File: config.mk
export PLATFORM = sky130hd
export DESIGN_NAME = fetch_aligner
export DESIGN_NICKNAME = d
export VERILOG_FILES = /design/src/rtl/fetch_aligner.sv
export SDC_FILE = /design/constraint.sdc
export NUM_CORES = 1
export LEC_CHECK = 0
export BUFFER_PORTS_ARGS = -buffer_cell sky130_fd_sc_hd__buf_4
export CORE_ASPECT_RATIO = 1.75
export CORE_MARGIN = 2
export CORE_UTILIZATION = 40
export DETAILED_ROUTE_END_ITERATION = 16
export PLACE_DENSITY = 0.65
export SLEW_MARGIN = 20
export SYNTH_ARGS = -nofsm -noshare
export SYNTH_HDL_FRONTEND = slang
export SYNTH_SLANG_ARGS = --single-unit
File: constraint.sdc
create_clock -name clk -period 3.6 [get_ports clk]
set_input_delay 1.08 -clock clk [delete_from_list [all_inputs] [get_ports clk]]
set_output_delay 1.08 -clock clk [all_outputs]
set_load 0.05 [all_outputs]
File: src/rtl/fetch_aligner.sv
// rtl/fetch_aligner.sv - halfword fetch buffer aligning 16/32-bit instructions (optional macro FETCH_ALIGNER_ILLEGAL_DET_EN)
module fetch_aligner #(
    parameter int unsigned      WIDTH    = 32,
    parameter logic [WIDTH-1:0] RESET_PC = '0
) (
    input  logic             clk,
    input  logic             rst,
    input  logic             redirect,
    input  logic [WIDTH-1:0] redirect_pc,
    output logic             mem_req_valid,
    output logic [WIDTH-1:0] mem_req_addr,
    input  logic             mem_req_ready,
    input  logic             mem_rsp_valid,
    input  logic [31:0]      mem_rsp_data,
    output logic             ins_valid,
    input  logic             ins_ready,
    output logic [31:0]      ins,
    output logic [WIDTH-1:0] ins_pc,
    output logic             ins_compressed,
    output logic             ins_illegal
);

    // Buffer holds up to three halfwords, oldest in [15:0]; slots above hcnt stay zero.
    logic [1:0]       hcnt_q, hcnt_d;
    logic [47:0]      buf_q, buf_d;
    logic [WIDTH-1:0] pc_q, pc_d;
    logic [WIDTH-1:0] faddr_q, faddr_d;
    logic             pend_q, pend_d;
    logic             drop_q, drop_d;
    logic             skip_q, skip_d;
    logic             init_q, init_d;

    logic [15:0]      hw0;
    logic             comp;
    logic             avail;
    logic             xfer;
    logic             req_fire;
    logic             rsp_take;
    logic [1:0]       consumed;
    logic [1:0]       remain;
    logic [1:0]       added;
    logic [31:0]      new_data;
    logic [47:0]      shifted;
    logic [47:0]      placed;

    // Only halfword alignment matters for the PC; bit 0 is deliberately dropped.
    logic             unused_redirect_bit;
    assign unused_redirect_bit = redirect_pc[0];

    // Present the oldest instruction and decide request/handshake events for this cycle.
    always_comb begin
        hw0            = buf_q[15:0];
        comp           = (hw0[1:0] != 2'b11);
        avail          = (hcnt_q >= 2'd2) || ((hcnt_q == 2'd1) && comp);
        ins_valid      = !rst && avail;
        ins_compressed = ins_valid && comp;
        ins            = '0;
        if (ins_valid) begin
            ins = comp ? {16'h0000, hw0} : buf_q[31:0];
        end
        ins_pc         = pc_q;
        // init_q keeps the request quiet for the cycle following reset.
        mem_req_valid  = !rst && !init_q && !pend_q && (hcnt_q <= 2'd1) && !redirect;
        mem_req_addr   = faddr_q;
        xfer           = ins_valid && ins_ready;
        req_fire       = mem_req_valid && mem_req_ready;
        rsp_take       = mem_rsp_valid && pend_q && !drop_q;
    end

`ifdef FETCH_ALIGNER_ILLEGAL_DET_EN
    // Flag all-zero compressed and all-zero/all-one 32-bit encodings.
    always_comb begin
        ins_illegal = 1'b0;
        if (ins_valid) begin
            if (comp) begin
                ins_illegal = (hw0 == 16'h0000);
            end else begin
                ins_illegal = (buf_q[31:0] == 32'h0000_0000) || (buf_q[31:0] == 32'hFFFF_FFFF);
            end
        end
    end
`else
    assign ins_illegal = 1'b0;
`endif

    // Next buffer state: drop consumed halfwords, append response halfwords behind the survivors.
    always_comb begin
        consumed = 2'd0;
        if (xfer) begin
            consumed = comp ? 2'd1 : 2'd2;
        end
        remain = hcnt_q - consumed;

        case (consumed)
            2'd1:    shifted = {16'h0000, buf_q[47:16]};
            2'd2:    shifted = {32'h0000_0000, buf_q[47:32]};
            default: shifted = buf_q;
        endcase

        added    = 2'd0;
        new_data = '0;
        if (rsp_take) begin
            // After a redirect to an odd halfword the first word contributes only its upper half.
            added    = skip_q ? 2'd1 : 2'd2;
            new_data = skip_q ? {16'h0000, mem_rsp_data[31:16]} : mem_rsp_data;
        end
        placed = {16'h0000, new_data} << {remain, 4'b0000};

        hcnt_d  = remain + added;
        buf_d   = shifted | placed;
        pc_d    = pc_q;
        if (xfer) begin
            pc_d = pc_q + (comp ? WIDTH'(2) : WIDTH'(4));
        end
        faddr_d = req_fire ? (faddr_q + WIDTH'(4)) : faddr_q;

        pend_d  = pend_q;
        drop_d  = drop_q;
        if (req_fire) begin
            pend_d = 1'b1;
        end else if (mem_rsp_valid && pend_q) begin
            pend_d = 1'b0;
            drop_d = 1'b0;
        end
        skip_d  = rsp_take ? 1'b0 : skip_q;
        init_d  = 1'b0;

        if (redirect) begin
            hcnt_d  = 2'd0;
            buf_d   = '0;
            pc_d    = {redirect_pc[WIDTH-1:1], 1'b0};
            faddr_d = {redirect_pc[WIDTH-1:2], 2'b00};
            skip_d  = redirect_pc[1];
            // A request still in flight must be swallowed when its data finally returns.
            if (pend_q && !mem_rsp_valid) begin
                pend_d = 1'b1;
                drop_d = 1'b1;
            end else begin
                pend_d = 1'b0;
                drop_d = 1'b0;
            end
        end
    end

    // State registers with synchronous reset.
    always_ff @(posedge clk) begin
        if (rst) begin
            hcnt_q  <= 2'd0;
            buf_q   <= '0;
            pc_q    <= RESET_PC;
            faddr_q <= {RESET_PC[WIDTH-1:2], 2'b00};
            pend_q  <= 1'b0;
            drop_q  <= 1'b0;
            skip_q  <= RESET_PC[1];
            init_q  <= 1'b1;
        end else begin
            hcnt_q  <= hcnt_d;
            buf_q   <= buf_d;
            pc_q    <= pc_d;
            faddr_q <= faddr_d;
            pend_q  <= pend_d;
            drop_q  <= drop_d;
            skip_q  <= skip_d;
            init_q  <= init_d;
        end
    end

endmodule

Word-level counts from Yosys, hierarchy flattened

Index checks and enable logic that the tools add are counted.

Flip-flop bits (word level): 118
Latch bits: 0
Bits in writable memories: 0
Memory bits (read-only): 0
Bits of input ports: 70
Output and inout port bits: 100
Logic and storage cells: 72
Memories kept: 0

Add/subtract/negate cells: 4
Multiply operators: 0
Divide/modulo/power cells: 0
Order comparisons: 2
Equality and inequality tests: 5
Shift-type cells: 1
Multiplexer cells: 23
Bitwise operators: 1
Reductions and logical operators: 26

Operator list:

| operator                                                               | count |
|---|---|
| 32-bit two-way mux                                                     | 8 |
| 48-bit one-hot mux with 2 select lines                                 | 1 |
| 48-bit bitwise OR                                                      | 1 |
| 32-bit by 6-bit left shift with 48-bit output                          | 1 |
| 32-bit by 3-bit adder with 32-bit output                               | 1 |
| 32-bit by 3-bit adder with 32-bit output (second input constant)       | 1 |
| 1-bit logical AND                                                      | 12 |
| 1-bit two-way mux                                                      | 9 |
| 2-bit two-way mux                                                      | 4 |
| 2-bit nonzero test                                                     | 4 |
| 1-bit logical NOT                                                      | 6 |
| 2-bit by 1-bit == test with 1-bit output (second input constant)       | 2 |
| 2-bit != test (second input constant)                                  | 2 |
| 3-bit two-way mux                                                      | 1 |
| 3-bit nonzero test                                                     | 1 |
| 2-bit adder                                                            | 1 |
| 2-bit == test (second input constant)                                  | 1 |
| 2-bit >= comparator (second input constant)                            | 1 |
| 2-bit by 1-bit <= comparator with 1-bit output (second input constant) | 1 |
| 2-bit AND reduction                                                    | 1 |
| 2-bit OR reduction                                                     | 1 |
| 2-bit subtractor                                                       | 1 |
| 1-bit logical OR                                                       | 1 |

Depth between registers and ports, before layout

Depth in word-level cells: 9
Gate-level depth with buffers: 14
Mapped depth without buffers: 9

Worst setup path before layout

No wires, ideal clock.

Kind: input port to flip-flop
From: input rst
To: register buf_q[25]
Library setup time: 0.128 ns
Arrival: 3.688 ns
Data required time: 3.472 ns
Slack: -0.215 ns
Stages on the path: 13
Buffers on the path: 5
Cell sequence: buf_2 nand2b_1 a21o_1 clkbuf_1 clkbuf_1 a21oi_1 ha_1 buf_2 buf_1 mux2i_1 o21ai_0 a221oi_1 nor2_1

Cells in the longest elaborated chain, start to end: 7
Elaborated cells between the ends (all ways): 11
Those cells by class: 1 x add/sub; 2 x eq/ne; 1 x shift; 2 x mux; 1 x bitwise; 4 x reduce/logical

Ends and longest elaborated chain:

| item                                                                                                    | RTL line | text |
|---|---|---|
| from (decl)                                                                                             | 7        | `input logic rst,` |
| 1-bit logical NOT                                                                                       | 55       | `ins_valid = !rst && avail;` |
| 1-bit logical AND                                                                                       | 55       |  |
| 1-bit logical AND                                                                                       | 65       | `xfer = ins_valid && ins_ready;` |
| 2-bit two-way mux                                                                                       | 89       | `if (xfer) begin` |
| 2-bit subtractor (tied with other cells)                                                                | 92       | `remain = hcnt_q - consumed;` |
| 32-bit by 6-bit left shift with 48-bit output or 48-bit one-hot mux with 2 select lines (tied branches) | 107, 94  |  |
| 48-bit bitwise OR                                                                                       | 110      | `buf_d = shifted \| placed;` |
| to (signal assigned)                                                                                    | 158      | `buf_q <= buf_d;` |
| to (decl)                                                                                               | 25       | `logic [47:0] buf_q, buf_d;` |

Parallel ways exist; a longest one is shown, timed or not.
A chain may end at the register's enable or synchronous reset.

Worst setup path in the final report

From: input rst
To: output ins[26]

Cells in the longest elaborated chain, start to end: 3

Ends and longest elaborated chain:

| item               | RTL line | text |
|---|---|---|
| 1-bit logical NOT  | 55       |  |
| 1-bit logical AND  | 55       |  |
| 32-bit two-way mux | 58       | `if (ins_valid) begin` |
| to (decl)          | 17       | `output logic [31:0] ins,` |

No other way between the ends.

==> metrics <==
status=complete, no violations; core footprint=0.0168 mm2; fin nets=1078; final count of hold timing violations=0; Die W=103 um; total global-route track usage=0.249; crit path DAT=2.17 ns; hold wc startpoint=buf_q[6]; Power Density=391 mW/mm2; clk_skew=0.0119 ns; initial antenna violation count=0; fin area=0.00880 mm2; Max FO, Critical Path=16; Cell Area, Placed=0.00827 mm2; Final Slew Violations=0; FP Rows=63; Startpoint Class=input pin; worst path cell trace=buf_4 -> buf_4 -> nor3_2 -> buf_4 -> and2_1 -> buf_4; RSZ-0062 raised after global routing=false; cells after synthesis=857; Syn. warnings=0; vias in the first global route=6710; Post CTS Setup Buffer Count=0; cell repeated most along the worst path=buf_4; Worst R2R Setup Slack=0.72 ns; DRC Markers=0; I/O Buffers=164; Required @ worst endpoint=2.52 ns; leakage power total=0.00345 uW; CTS clock-pin slew for the worst setup and hold paths=0.06 ns; Antenna Nets Post-Route=0; number of synthesized flops with an enable pin=0; hpwl dp=15800 um; fin crit share=0.903; Main synth FF type=dfxtp_1; post-synthesis sequential area ratio=0.339; area grow syn2layout=29.5%; post-route setup TNS=0 ns; share of layout cells above drive strength 1=0.248; final setup fails=0; Mean Syn Cell Area=7.93 um2; Hold-fix buffers, CTS=0; Worst-Skew Late Latency=0.42 ns; drt wl/cell=18.0 um; vias per cell=5.65; # fillers=1687; Largest delay share family, worst path=buffers and inverters; critical path buffer and inverter count=4; drt pass-1 iters=4; GPL Wtd Cong=0.897; Peak Freq=308 MHz; largest net degree at the start of global routing=60; crit end category=primary output; PostCTS Resize Cnt=0; cell count of the worst hold path=2; Peak VDD IR=0.261 mV; antenna diode count=0; CTS tree=built; DRT iter0 DRCs=236; Min Hold Slack=0.498 ns; Hold Path Class=register to register; H-tree levels=4; detailed-route via count=7029; Mapped Area=0.00680 mm2; Async SR Flop Fraction=0; Starting Density=0.405; clock buffer depth=2; Slew @ Worst Pin=1.10 ns; Hold Crit Endpoint=buf_q[6]; Crit Path Category=input pin to primary output; Reg2Reg Depth=8; Die ar.=0.0181 mm2; WL final=22300 um; Die H=176 um; worst r2r dst=buf_q[32]; # IOs=170; Slowest-stage cell, CP=buf_4; GRT overflow=0; clk sink count=115; Worst R2R Start=buf_q[0]; max_slew headroom=0.265; global-route wire length before repair=35000 um; Crit path largest cell delay=0.25 ns; # Max-Cap Violations=0; post-layout min period=3.25 ns; Synth cell types=66; Yosys reg bits=115; CTS root buf=clkbuf_16; CTS Buf Count=17
-- per-stage QoR --
stage | setup slack, ns | util | power [uW] | cells
finish | 0.350 | 0.524 | 3450 | 1243
global route | 0.296 | 0.524 | 3590 | 1243
CTS | 0.356 | 0.524 | 3470 | 1243
detailed placement | 0.0967 | 0.492 | 1920 | 1211
global placement | 0.132 | 0.492 | 1920 | 1211
floorplan | 0.0677 | - | 1720 | 860
-- synth_stat cells, drive strengths merged (4+ instances only) --
library cell	instances	area, um2
inv	16	60.1
nor2	80	300
a22oi	5	37.5
or4	7	60.1
a21boi	18	135
nand3	36	180
xor2	20	175
clkbuf	55	206
and3	19	119
mux2	7	78.8
nor3	31	165
mux2i	33	330
and4	5	43.8
or2	4	25.0
o21a	7	52.6
a211oi	12	90.1
and2	41	257
a21oi	41	209
or3	5	31.3
a221o	16	160
nand4b	4	35.0
a21o	4	30.0
nand2b	4	25.0
a31oi	18	113
xnor2	17	149
nand2	84	315
ha	5	62.6
nand4	25	163
o22ai	14	87.6
buf	16	93.8
nor4	10	81.3
dfxtp	115	2300
o21ai	28	140
a221oi	29	254
-- worst register-to-register path: cells and delay by family, from the launching register on --
kind / cells / cell delay, ns
AND/OR/NAND/NOR: 2 / 1.22
AO/OA/AOI/OAI: 5 / 0.88
flip-flops: 1 / 0.51
adder cells (fa/ha/maj): 1 / 0.21
-- flip-flops by register name (all words and copies together) (netlist names) --
signal and cells:
buf_q 48, drop_q 1, hcnt_q 2, init_q 1, ins_pc 31, mem_req_addr 30, pend_q 1, skip_q 1
-- final cells by class --
type | count | area (um2) | share of cell area
multi-input combinational | 657 | 4150 | 0.472
clock buffer | 17 | 425 | 0.0483
tap | 227 | 284 | 0.0323
timing repair buffer | 195 | 1460 | 0.166
sequential | 115 | 2300 | 0.262
clock inverter | 15 | 110 | 0.0125
inverter | 17 | 63.8 | 0.00725
-- kinds of logic (layout without fill, tap and decap cells) --
logic type	after synthesis	in the layout	synth area share
other	1	4	0.000552
adders and majority gates	5	5	0.00920
and+or+nand+nor	361	361	0.274
AOI/OAI and AO/OA	210	210	0.216
DFF	115	115	0.339
muxes	40	40	0.0602
buffers and inverters	88	244	0.0536
xor gates and xnor gates	37	37	0.0477
-- power breakdown --
part,internal (uW),leakage (uW),switching [uW],total (uW)
Sequential,1320,0.000940,64.2,1380
Combinational,188,0.00224,326,513
Clock,882,0.000264,667,1550
-- cell usage in the layout, fill, tap and decap left out, types with 27 or more instances in the layout --
| cell | count |
|---|---|
| o21ai_0 | 27 |
| nor3_1 | 27 |
| mux2i_1 | 33 |
| buf_4 | 195 |
| nand2_1 | 84 |
| a221oi_1 | 29 |
| nand3_1 | 36 |
| dfxtp_1 | 115 |
| nor2_1 | 80 |
| a21oi_1 | 40 |
| and2_1 | 41 |
-- layer usage --
metal | up-vias | global-route usage | part of all wire
li1 | 3422 | - | -
met2 | 261 | 0.441 | 0.54
met5 | - | 0 | 0
met1 | 3300 | 0.284 | 0.37
met3 | 46 | 0.0483 | 0.061
met4 | 0 | 0.109 | 0.027
-- worst max-delay path by stage --
stage / slack, ns / cells after the start / from / endpoint
final: 0.35 / 6 / rst / ins[26]
after CTS: 0.36 / 6 / rst / ins[26]
after global placement: 0.13 / 9 / rst / buf_q[45]
after floorplan: 0.07 / 13 / rst / buf_q[24]
after global routing: 0.30 / 6 / rst / ins[25]
after detailed placement: 0.1 / 9 / rst / buf_q[32]
(Power assumes the default switching activity.)
